File: src/rtl/barret_1667_rr_sched.sv
// -----------------------------------------------------------------------------
// barret_1667_rr_sched
//
// Round-robin scheduler in front of a shared 3-stage Barrett reduction
// pipeline (modulus 1667). NUM_REQ requesters offer 21-bit operands, and at
// most one operand is accepted per cycle. Results leave in grant order on a
// single response port, tagged with the originating requester index.
//
// Ports
//   clk        : clock, all state on the rising edge
//   rst_n      : asynchronous active-low reset
//   flush      : synchronous clear of pipeline valids and the RR pointer
//   req_valid  : per-requester operand valid
//   req_data   : packed operands, requester i at [21i+20:21i]
//   req_ready  : one-hot grant (only ever set on a valid requester)
//   resp_valid : result valid
//   resp_ready : downstream accept
//   resp_data  : operand mod 1667, in 0..1666
//   resp_id    : index of the originating requester
//   inflight   : number of occupied pipeline stages (0..3)
// -----------------------------------------------------------------------------
module barret_1667_rr_sched #(
  parameter int NUM_REQ = 4,
  parameter int ID_W    = $clog2(NUM_REQ)
) (
  input  logic                  clk,
  input  logic                  rst_n,
  input  logic                  flush,
  input  logic [NUM_REQ-1:0]    req_valid,
  input  logic [NUM_REQ*21-1:0] req_data,
  output logic [NUM_REQ-1:0]    req_ready,
  output logic                  resp_valid,
  input  logic                  resp_ready,
  output logic [10:0]           resp_data,
  output logic [ID_W-1:0]       resp_id,
  output logic [2:0]            inflight
);

  localparam int X_W   = 21;
  localparam int P_W   = 22;
  localparam int R_W   = 11;
  localparam int CNT_W = ID_W + 1;

  // Pointer parks on the last requester so requester 0 wins first.
  localparam logic [ID_W-1:0] PTR_INIT = ID_W'(NUM_REQ - 1);

  // Barrett constants: 2516 = floor(2^22 / 1667), split as two 11-bit shifts.
  localparam logic [P_W-1:0] MU      = 22'd2516;
  localparam logic [X_W-1:0] MOD     = 21'd1667;
  localparam logic [X_W-1:0] MOD_X2  = 21'd3334;

  // State
  logic [ID_W-1:0] ptr_q, ptr_d;
  logic            v1_q, v1_d;
  logic [X_W-1:0]  x1_q, x1_d;
  logic [ID_W-1:0] id1_q, id1_d;
  logic [P_W-1:0]  p1_q, p1_d;
  logic            v2_q, v2_d;
  logic [X_W-1:0]  x2_q, x2_d;
  logic [ID_W-1:0] id2_q, id2_d;
  logic [X_W-1:0]  m2_q, m2_d;
  logic            resp_valid_q, resp_valid_d;
  logic [R_W-1:0]  resp_data_q, resp_data_d;
  logic [ID_W-1:0] resp_id_q, resp_id_d;

  // Combinational helpers
  logic            stall;
  logic            gnt_found;
  logic [ID_W-1:0] gnt_idx;
  logic [CNT_W-1:0] cand;
  logic            grant_en;
  logic [X_W-1:0]  op_x;
  logic [P_W-1:0]  p_in;
  logic [X_W-1:0]  m_in;
  logic [X_W-1:0]  r_raw;
  logic [X_W-1:0]  r_fold;

  // The output register is the last stage; a held response freezes everything.
  assign stall = resp_valid_q & ~resp_ready;

  // Round-robin search: first valid requester at ptr+1, ptr+2, ... mod NUM_REQ.
  always_comb begin : rr_search
    // NOTE: every always_comb output gets a default before any branch, so no
    // path leaves a variable unassigned and no latch is inferred.
    gnt_found = 1'b0;
    gnt_idx   = '0;
    cand      = '0;
    for (int i = 1; i <= NUM_REQ; i++) begin
      cand = {1'b0, ptr_q} + CNT_W'(i);
      if (cand >= CNT_W'(NUM_REQ)) begin
        cand = cand - CNT_W'(NUM_REQ);
      end
      if (!gnt_found && req_valid[cand[ID_W-1:0]]) begin
        gnt_found = 1'b1;
        gnt_idx   = cand[ID_W-1:0];
      end
    end
  end

  // No grant during reset, flush or stall, so an offered operand is never lost.
  assign grant_en = rst_n & ~flush & ~stall & gnt_found;

  always_comb begin : ready_decode
    req_ready = '0;
    if (grant_en) begin
      req_ready[gnt_idx] = 1'b1;
    end
  end

  assign op_x = req_data[X_W*int'(gnt_idx) +: X_W];

  // Quotient estimate; p needs the full 22 bits (max 1023*2516).
  assign p_in = P_W'(op_x[20:11]) * MU;
  assign m_in = X_W'(p1_q[21:11]) * MOD;

  // Estimate is short by at most two moduli, so r sits in [0, 3*1667).
  always_comb begin : fold
    r_raw = x2_q - m2_q;
    if (r_raw >= MOD_X2) begin
      r_fold = r_raw - MOD_X2;
    end else if (r_raw >= MOD) begin
      r_fold = r_raw - MOD;
    end else begin
      r_fold = r_raw;
    end
  end

  always_comb begin : next_state
    ptr_d        = ptr_q;
    v1_d         = v1_q;
    x1_d         = x1_q;
    id1_d        = id1_q;
    p1_d         = p1_q;
    v2_d         = v2_q;
    x2_d         = x2_q;
    id2_d        = id2_q;
    m2_d         = m2_q;
    resp_valid_d = resp_valid_q;
    resp_data_d  = resp_data_q;
    resp_id_d    = resp_id_q;

    if (flush) begin
      // Flush outranks stall: a held response is discarded too.
      v1_d         = 1'b0;
      v2_d         = 1'b0;
      resp_valid_d = 1'b0;
      ptr_d        = PTR_INIT;
    end else if (!stall) begin
      v1_d = grant_en;
      if (grant_en) begin
        x1_d  = op_x;
        id1_d = gnt_idx;
        p1_d  = p_in;
        ptr_d = gnt_idx;
      end

      v2_d = v1_q;
      if (v1_q) begin
        x2_d  = x1_q;
        id2_d = id1_q;
        m2_d  = m_in;
      end

      // Bubbles keep the last result on resp_data but never raise resp_valid.
      resp_valid_d = v2_q;
      if (v2_q) begin
        resp_data_d = R_W'(r_fold);
        resp_id_d   = id2_q;
      end
    end
  end

  // NOTE: sequential state uses non-blocking assignments only, so every flop
  // samples the pre-edge value of its neighbours and the stages shift cleanly.
  always_ff @(posedge clk or negedge rst_n) begin
    if (!rst_n) begin
      // NOTE: datapath registers are reset as well, because resp_data and
      // resp_id must read zero straight out of reset.
      ptr_q        <= PTR_INIT;
      v1_q         <= 1'b0;
      x1_q         <= '0;
      id1_q        <= '0;
      p1_q         <= '0;
      v2_q         <= 1'b0;
      x2_q         <= '0;
      id2_q        <= '0;
      m2_q         <= '0;
      resp_valid_q <= 1'b0;
      resp_data_q  <= '0;
      resp_id_q    <= '0;
    end else begin
      ptr_q        <= ptr_d;
      v1_q         <= v1_d;
      x1_q         <= x1_d;
      id1_q        <= id1_d;
      p1_q         <= p1_d;
      v2_q         <= v2_d;
      x2_q         <= x2_d;
      id2_q        <= id2_d;
      m2_q         <= m2_d;
      resp_valid_q <= resp_valid_d;
      resp_data_q  <= resp_data_d;
      resp_id_q    <= resp_id_d;
    end
  end

  assign resp_valid = resp_valid_q;
  assign resp_data  = resp_data_q;
  assign resp_id    = resp_id_q;
  assign inflight   = {2'b00, v1_q} + {2'b00, v2_q} + {2'b00, resp_valid_q};

endmodule

File: config.mk
export PLATFORM = sky130hd
export DESIGN_NAME = barret_1667_rr_sched
export DESIGN_NICKNAME = d
export VERILOG_FILES = /design/src/rtl/barret_1667_rr_sched.sv
export SDC_FILE = /design/constraint.sdc
export NUM_CORES = 1
export LEC_CHECK = 0
export ABC_AREA = 1
export BUFFER_PORTS_ARGS = -buffer_cell sky130_fd_sc_hd__buf_2
export CAP_MARGIN = 20
export CORE_AREA = 2 2 175 177
export CTS_CLUSTER_SIZE = 10
export DETAILED_ROUTE_END_ITERATION = 6
export DIE_AREA = 0 0 177 179
export PLACE_DENSITY_LB_ADDON = 0.08
export SLEW_MARGIN = 25
export SYNTH_ARGS = -nofsm -noshare
export SYNTH_HDL_FRONTEND = slang
export SYNTH_SLANG_ARGS = --single-unit
File: constraint.sdc
create_clock -name clk -period 6.16 [get_ports clk]
set_input_delay 0.924 -clock clk [delete_from_list [all_inputs] [get_ports clk]]
set_output_delay 0.924 -clock clk [all_outputs]
set_load 0.01 [all_outputs]
==> results.txt <==
WHS Endpoint -> resp_data[0]
Register area share after synthesis -> 0.234
Aggregate routed wire length -> 27,200 µm
Post-Route Skew -> 13.9 ps
Clock slew at reported path FFs -> 80 ps
HP Start -> resp_data[0]
First drt pass iteration count -> 4
Remaining Overflow, GRT -> 0
Routed WL per cell -> 13.7 µm
Crit path kind -> input pin to register
Port buffer count -> 111
Crit end category -> register
Diodes inserted -> 0
Clock Latency Late Sink -> 370 ps
Endpoints failing setup -> 0
Post-synth net total -> 1,693
Htree depth -> 3
Sequential cell area -> 2400 µm²
CTS Hold Bufs -> 0
Largest net degree at the start of global routing -> 64
Largest family of logic cells by synthesized area -> simple AND/OR/NAND/NOR gates
Hold Vio Cnt, Final -> 0
Syn Std Cell Area -> 10,300 µm²
Status -> completed
R2R Path End -> p1_q[17]
FF-to-FF path depth -> 31
Layout Nets -> 1,851
Cells after synthesis -> 1,416
Fraction of layout cells with a size suffix above 1 -> 0.182
Critical R2R Launch -> ptr_q[0]
Mux share of post-synthesis cell area -> 0.00195
Die Area -> 31,700 µm²
Die Ht -> 179 µm
Worst hold path depth -> 2
Layout area overhead -> 18.2%
Post-synth EDFFs -> 0
Chip Width -> 177 µm
Syn Area/Cell -> 7.27 µm²
Data arrival time of the worst path -> 6070 ps
Netlist cell types -> 59
CP max stage cell -> fa_1
Slew Limit Headroom -> 0.447
WP data required -> 6390 ps
Vias -> 9,112
Fin worst setup slack -> 324 ps
Synth Area in Adders -> 0.250
FP Rows -> 64
Post-DRT Antenna Nets -> 0
Vias in the first global route -> 9,055
Final GP Congestion -> 0.815
Synth Flop Type -> dfrtp_1
Synth Area in XOR/XNOR -> 0.0295
Post-layout minimum cycle time -> 5840 ps
Least-Margin Pin Slew -> 827 ps
First-pass GRT wire length -> 45,000 µm
Sink Count -> 96
Setup crit start kind -> input pin
RSZ-0062 raised after global routing -> true
Hold Crit Class -> register to register
#FFs+latches synth -> 96
Post-Synth Simple-Gate Area -> 0.267
Initial Util -> 0.343
Vias per std cell -> 4.61
Fill cell count -> 3,232
Synth Area in Compound Gates -> 0.108
Clk buf depth -> 2
Async SR Flop Fraction -> 1.00
Highest Clock Rate -> 171 MHz
DRC violations left -> 0
Placed wire-length estimate -> 22,900 µm
Yosys warnings -> 0
GR Util All Layers -> 0.178
Initial antenna violation count -> 1
Slew Viols, Final -> 0
Max FO, Critical Path -> 6
R2r setup slk -> 340 ps
Multi-input logic area -> 6970 µm²
Num ports -> 113
Crit-path most repeated cell -> inv_1
CTS tree -> built
Max cap viols -> 0
Initial DRC Count -> 492
CORE AREA -> 30,000 µm²
Dpl ws -> -199 ps
CTS Buf Count -> 9
Clk Tree Root Cell -> clkbuf_16
Critical path's largest stage delay -> 520 ps
Final period util -> 0.947
[metal layers]
metal	global-route usage	vias to the layer above	wire, µm
met5	0	-	11
met3	0.0210	19	780
li1	-	4839	-
met2	0.300	122	12400
met1	0.244	4130	13700
met4	0.0379	2	301
[state kept, by name (all words and copies together) (netlist names)]
signal	flops
m2_q	21
x1_q	21
x2_q	21
p1_q	11
resp_data	11
id1_q	2
id2_q	2
ptr_q	2
resp_id	2
resp_valid	1
v1_q	1
v2_q	1
[placed cells by master (no fill, tap or decap), drive strengths merged, types with 3 or more instances in the layout]
master	instances
nand2	432
inv	257
buf	174
ha	151
dfrtp	94
o21ai	86
nor2	81
nand3	76
a21oi	47
fa	34
xnor2	17
xor2	16
nand4	15
a22oi	14
nor3	12
clkbuf	10
or2	8
a21o	7
a41oi	7
nand3b	6
o211ai	5
o21bai	4
o22ai	3
o31ai	3
a31oi	3
[Yosys cell counts, types with 2 or more instances]
cell        n  area (µm²)
a22oi_1    14         105
xor2_1     16         140
o21ai_0    75         375
buf_4       3        22.5
ha_1      151        1890
inv_2       7        26.3
nor3_1     11        55.1
o21ai_2     4        35.0
o22ai_1     3        18.8
o22a_1      2        17.5
inv_1     242         908
o31ai_1     3        22.5
nand4_1    14        87.6
dfstp_2     2        52.6
or2_2       4        25.0
xnor2_2     2        32.5
inv_4       3        18.8
mux2i_1     2        20.0
nand2_1   408        1530
o21ai_1     6        30.0
nor2_2      8        50.1
or2_1       3        18.8
buf_2       3        15.0
fa_1       34         681
a31oi_1     3        18.8
xnor2_1    15         131
nand2_2    22         138
a21oi_1    45         225
o211ai_1    4        30.0
nand3b_1    6        45.0
dfrtp_1    94        2350
buf_6       5        56.3
a41oi_1     7        61.3
a21o_1      7        52.6
nand3_2     8        80.1
nand2_4     2        22.5
clkbuf_1   15        56.3
o21bai_1    4        30.0
a21boi_0    2        15.0
nor2_1     71         267
clkinv_1    2        7.51
nand3_1    67         335
[worst max-delay path by stage]
stage          slack [ps]        to    startpoint  cells after the start
5_1_grt               -40  p1_q[17]      ptr_q[0]                     34
3_3_place_gp         -100  p1_q[17]  req_valid[1]                     31
4_1_cts               140  p1_q[17]      ptr_q[0]                     30
6_report              320  p1_q[17]  req_valid[1]                     32
2_1_floorplan         220  p1_q[17]  req_valid[1]                     33
3_5_place_dp         -200  p1_q[17]  req_valid[1]                     31
[per-stage QoR]
step	hold WS, ps	utilization	instances	instance area (µm²)	setup TNS (ps)
after CTS	482	0.396	1970	11900	0
after global routing	505	0.405	1975	12200	-65.0
after detailed placement	462	0.387	1954	11600	-1220
after floorplan	448	-	1416	10300	0
after global placement	460	0.387	1954	11600	-380
final	477	0.405	1975	12200	0
[cell type report]
| class | instances | area share |
|---|---|---|
| clock buffers | 10 | 0.0188 |
| clock inverters | 6 | 0.00463 |
| inverters | 254 | 0.0792 |
| multi-input cells | 1039 | 0.573 |
| flip-flops and latches | 96 | 0.198 |
| well taps | 396 | 0.0407 |
| repair buffers | 174 | 0.0864 |
[logic make-up (layout without fill, tap and decap cells)]
group	count (synthesis)	in the layout
adder cells (fa/ha/maj)	185	185
other	1	1
AO/OA/AOI/OAI	186	186
buffers and inverters	281	444
multiplexers	2	2
AND/OR/NAND/NOR	632	632
XOR/XNOR	33	33
flip-flops	96	96
[worst max-delay path: cells and delay by family]
| kind | cells | cell delay, ps |
|---|---|---|
| fa+ha+maj | 6 | 2000 |
| compound gates | 9 | 1250 |
| simple gates | 8 | 990 |
| buf+inv | 7 | 560 |
| xor+xnor | 2 | 310 |
[repair_timing]
| item | 4_1_cts | 5_1_grt |
|---|---|---|
| setup buffers | 0 | 5 |
| gates resized for setup | 0 | 36 |
| endpoints found under the setup margin | 0 | 9 |
Power is left out: the tool's default activity adds up to more than one toggle a clock period on the data nets, which glitch-free logic cannot reach.
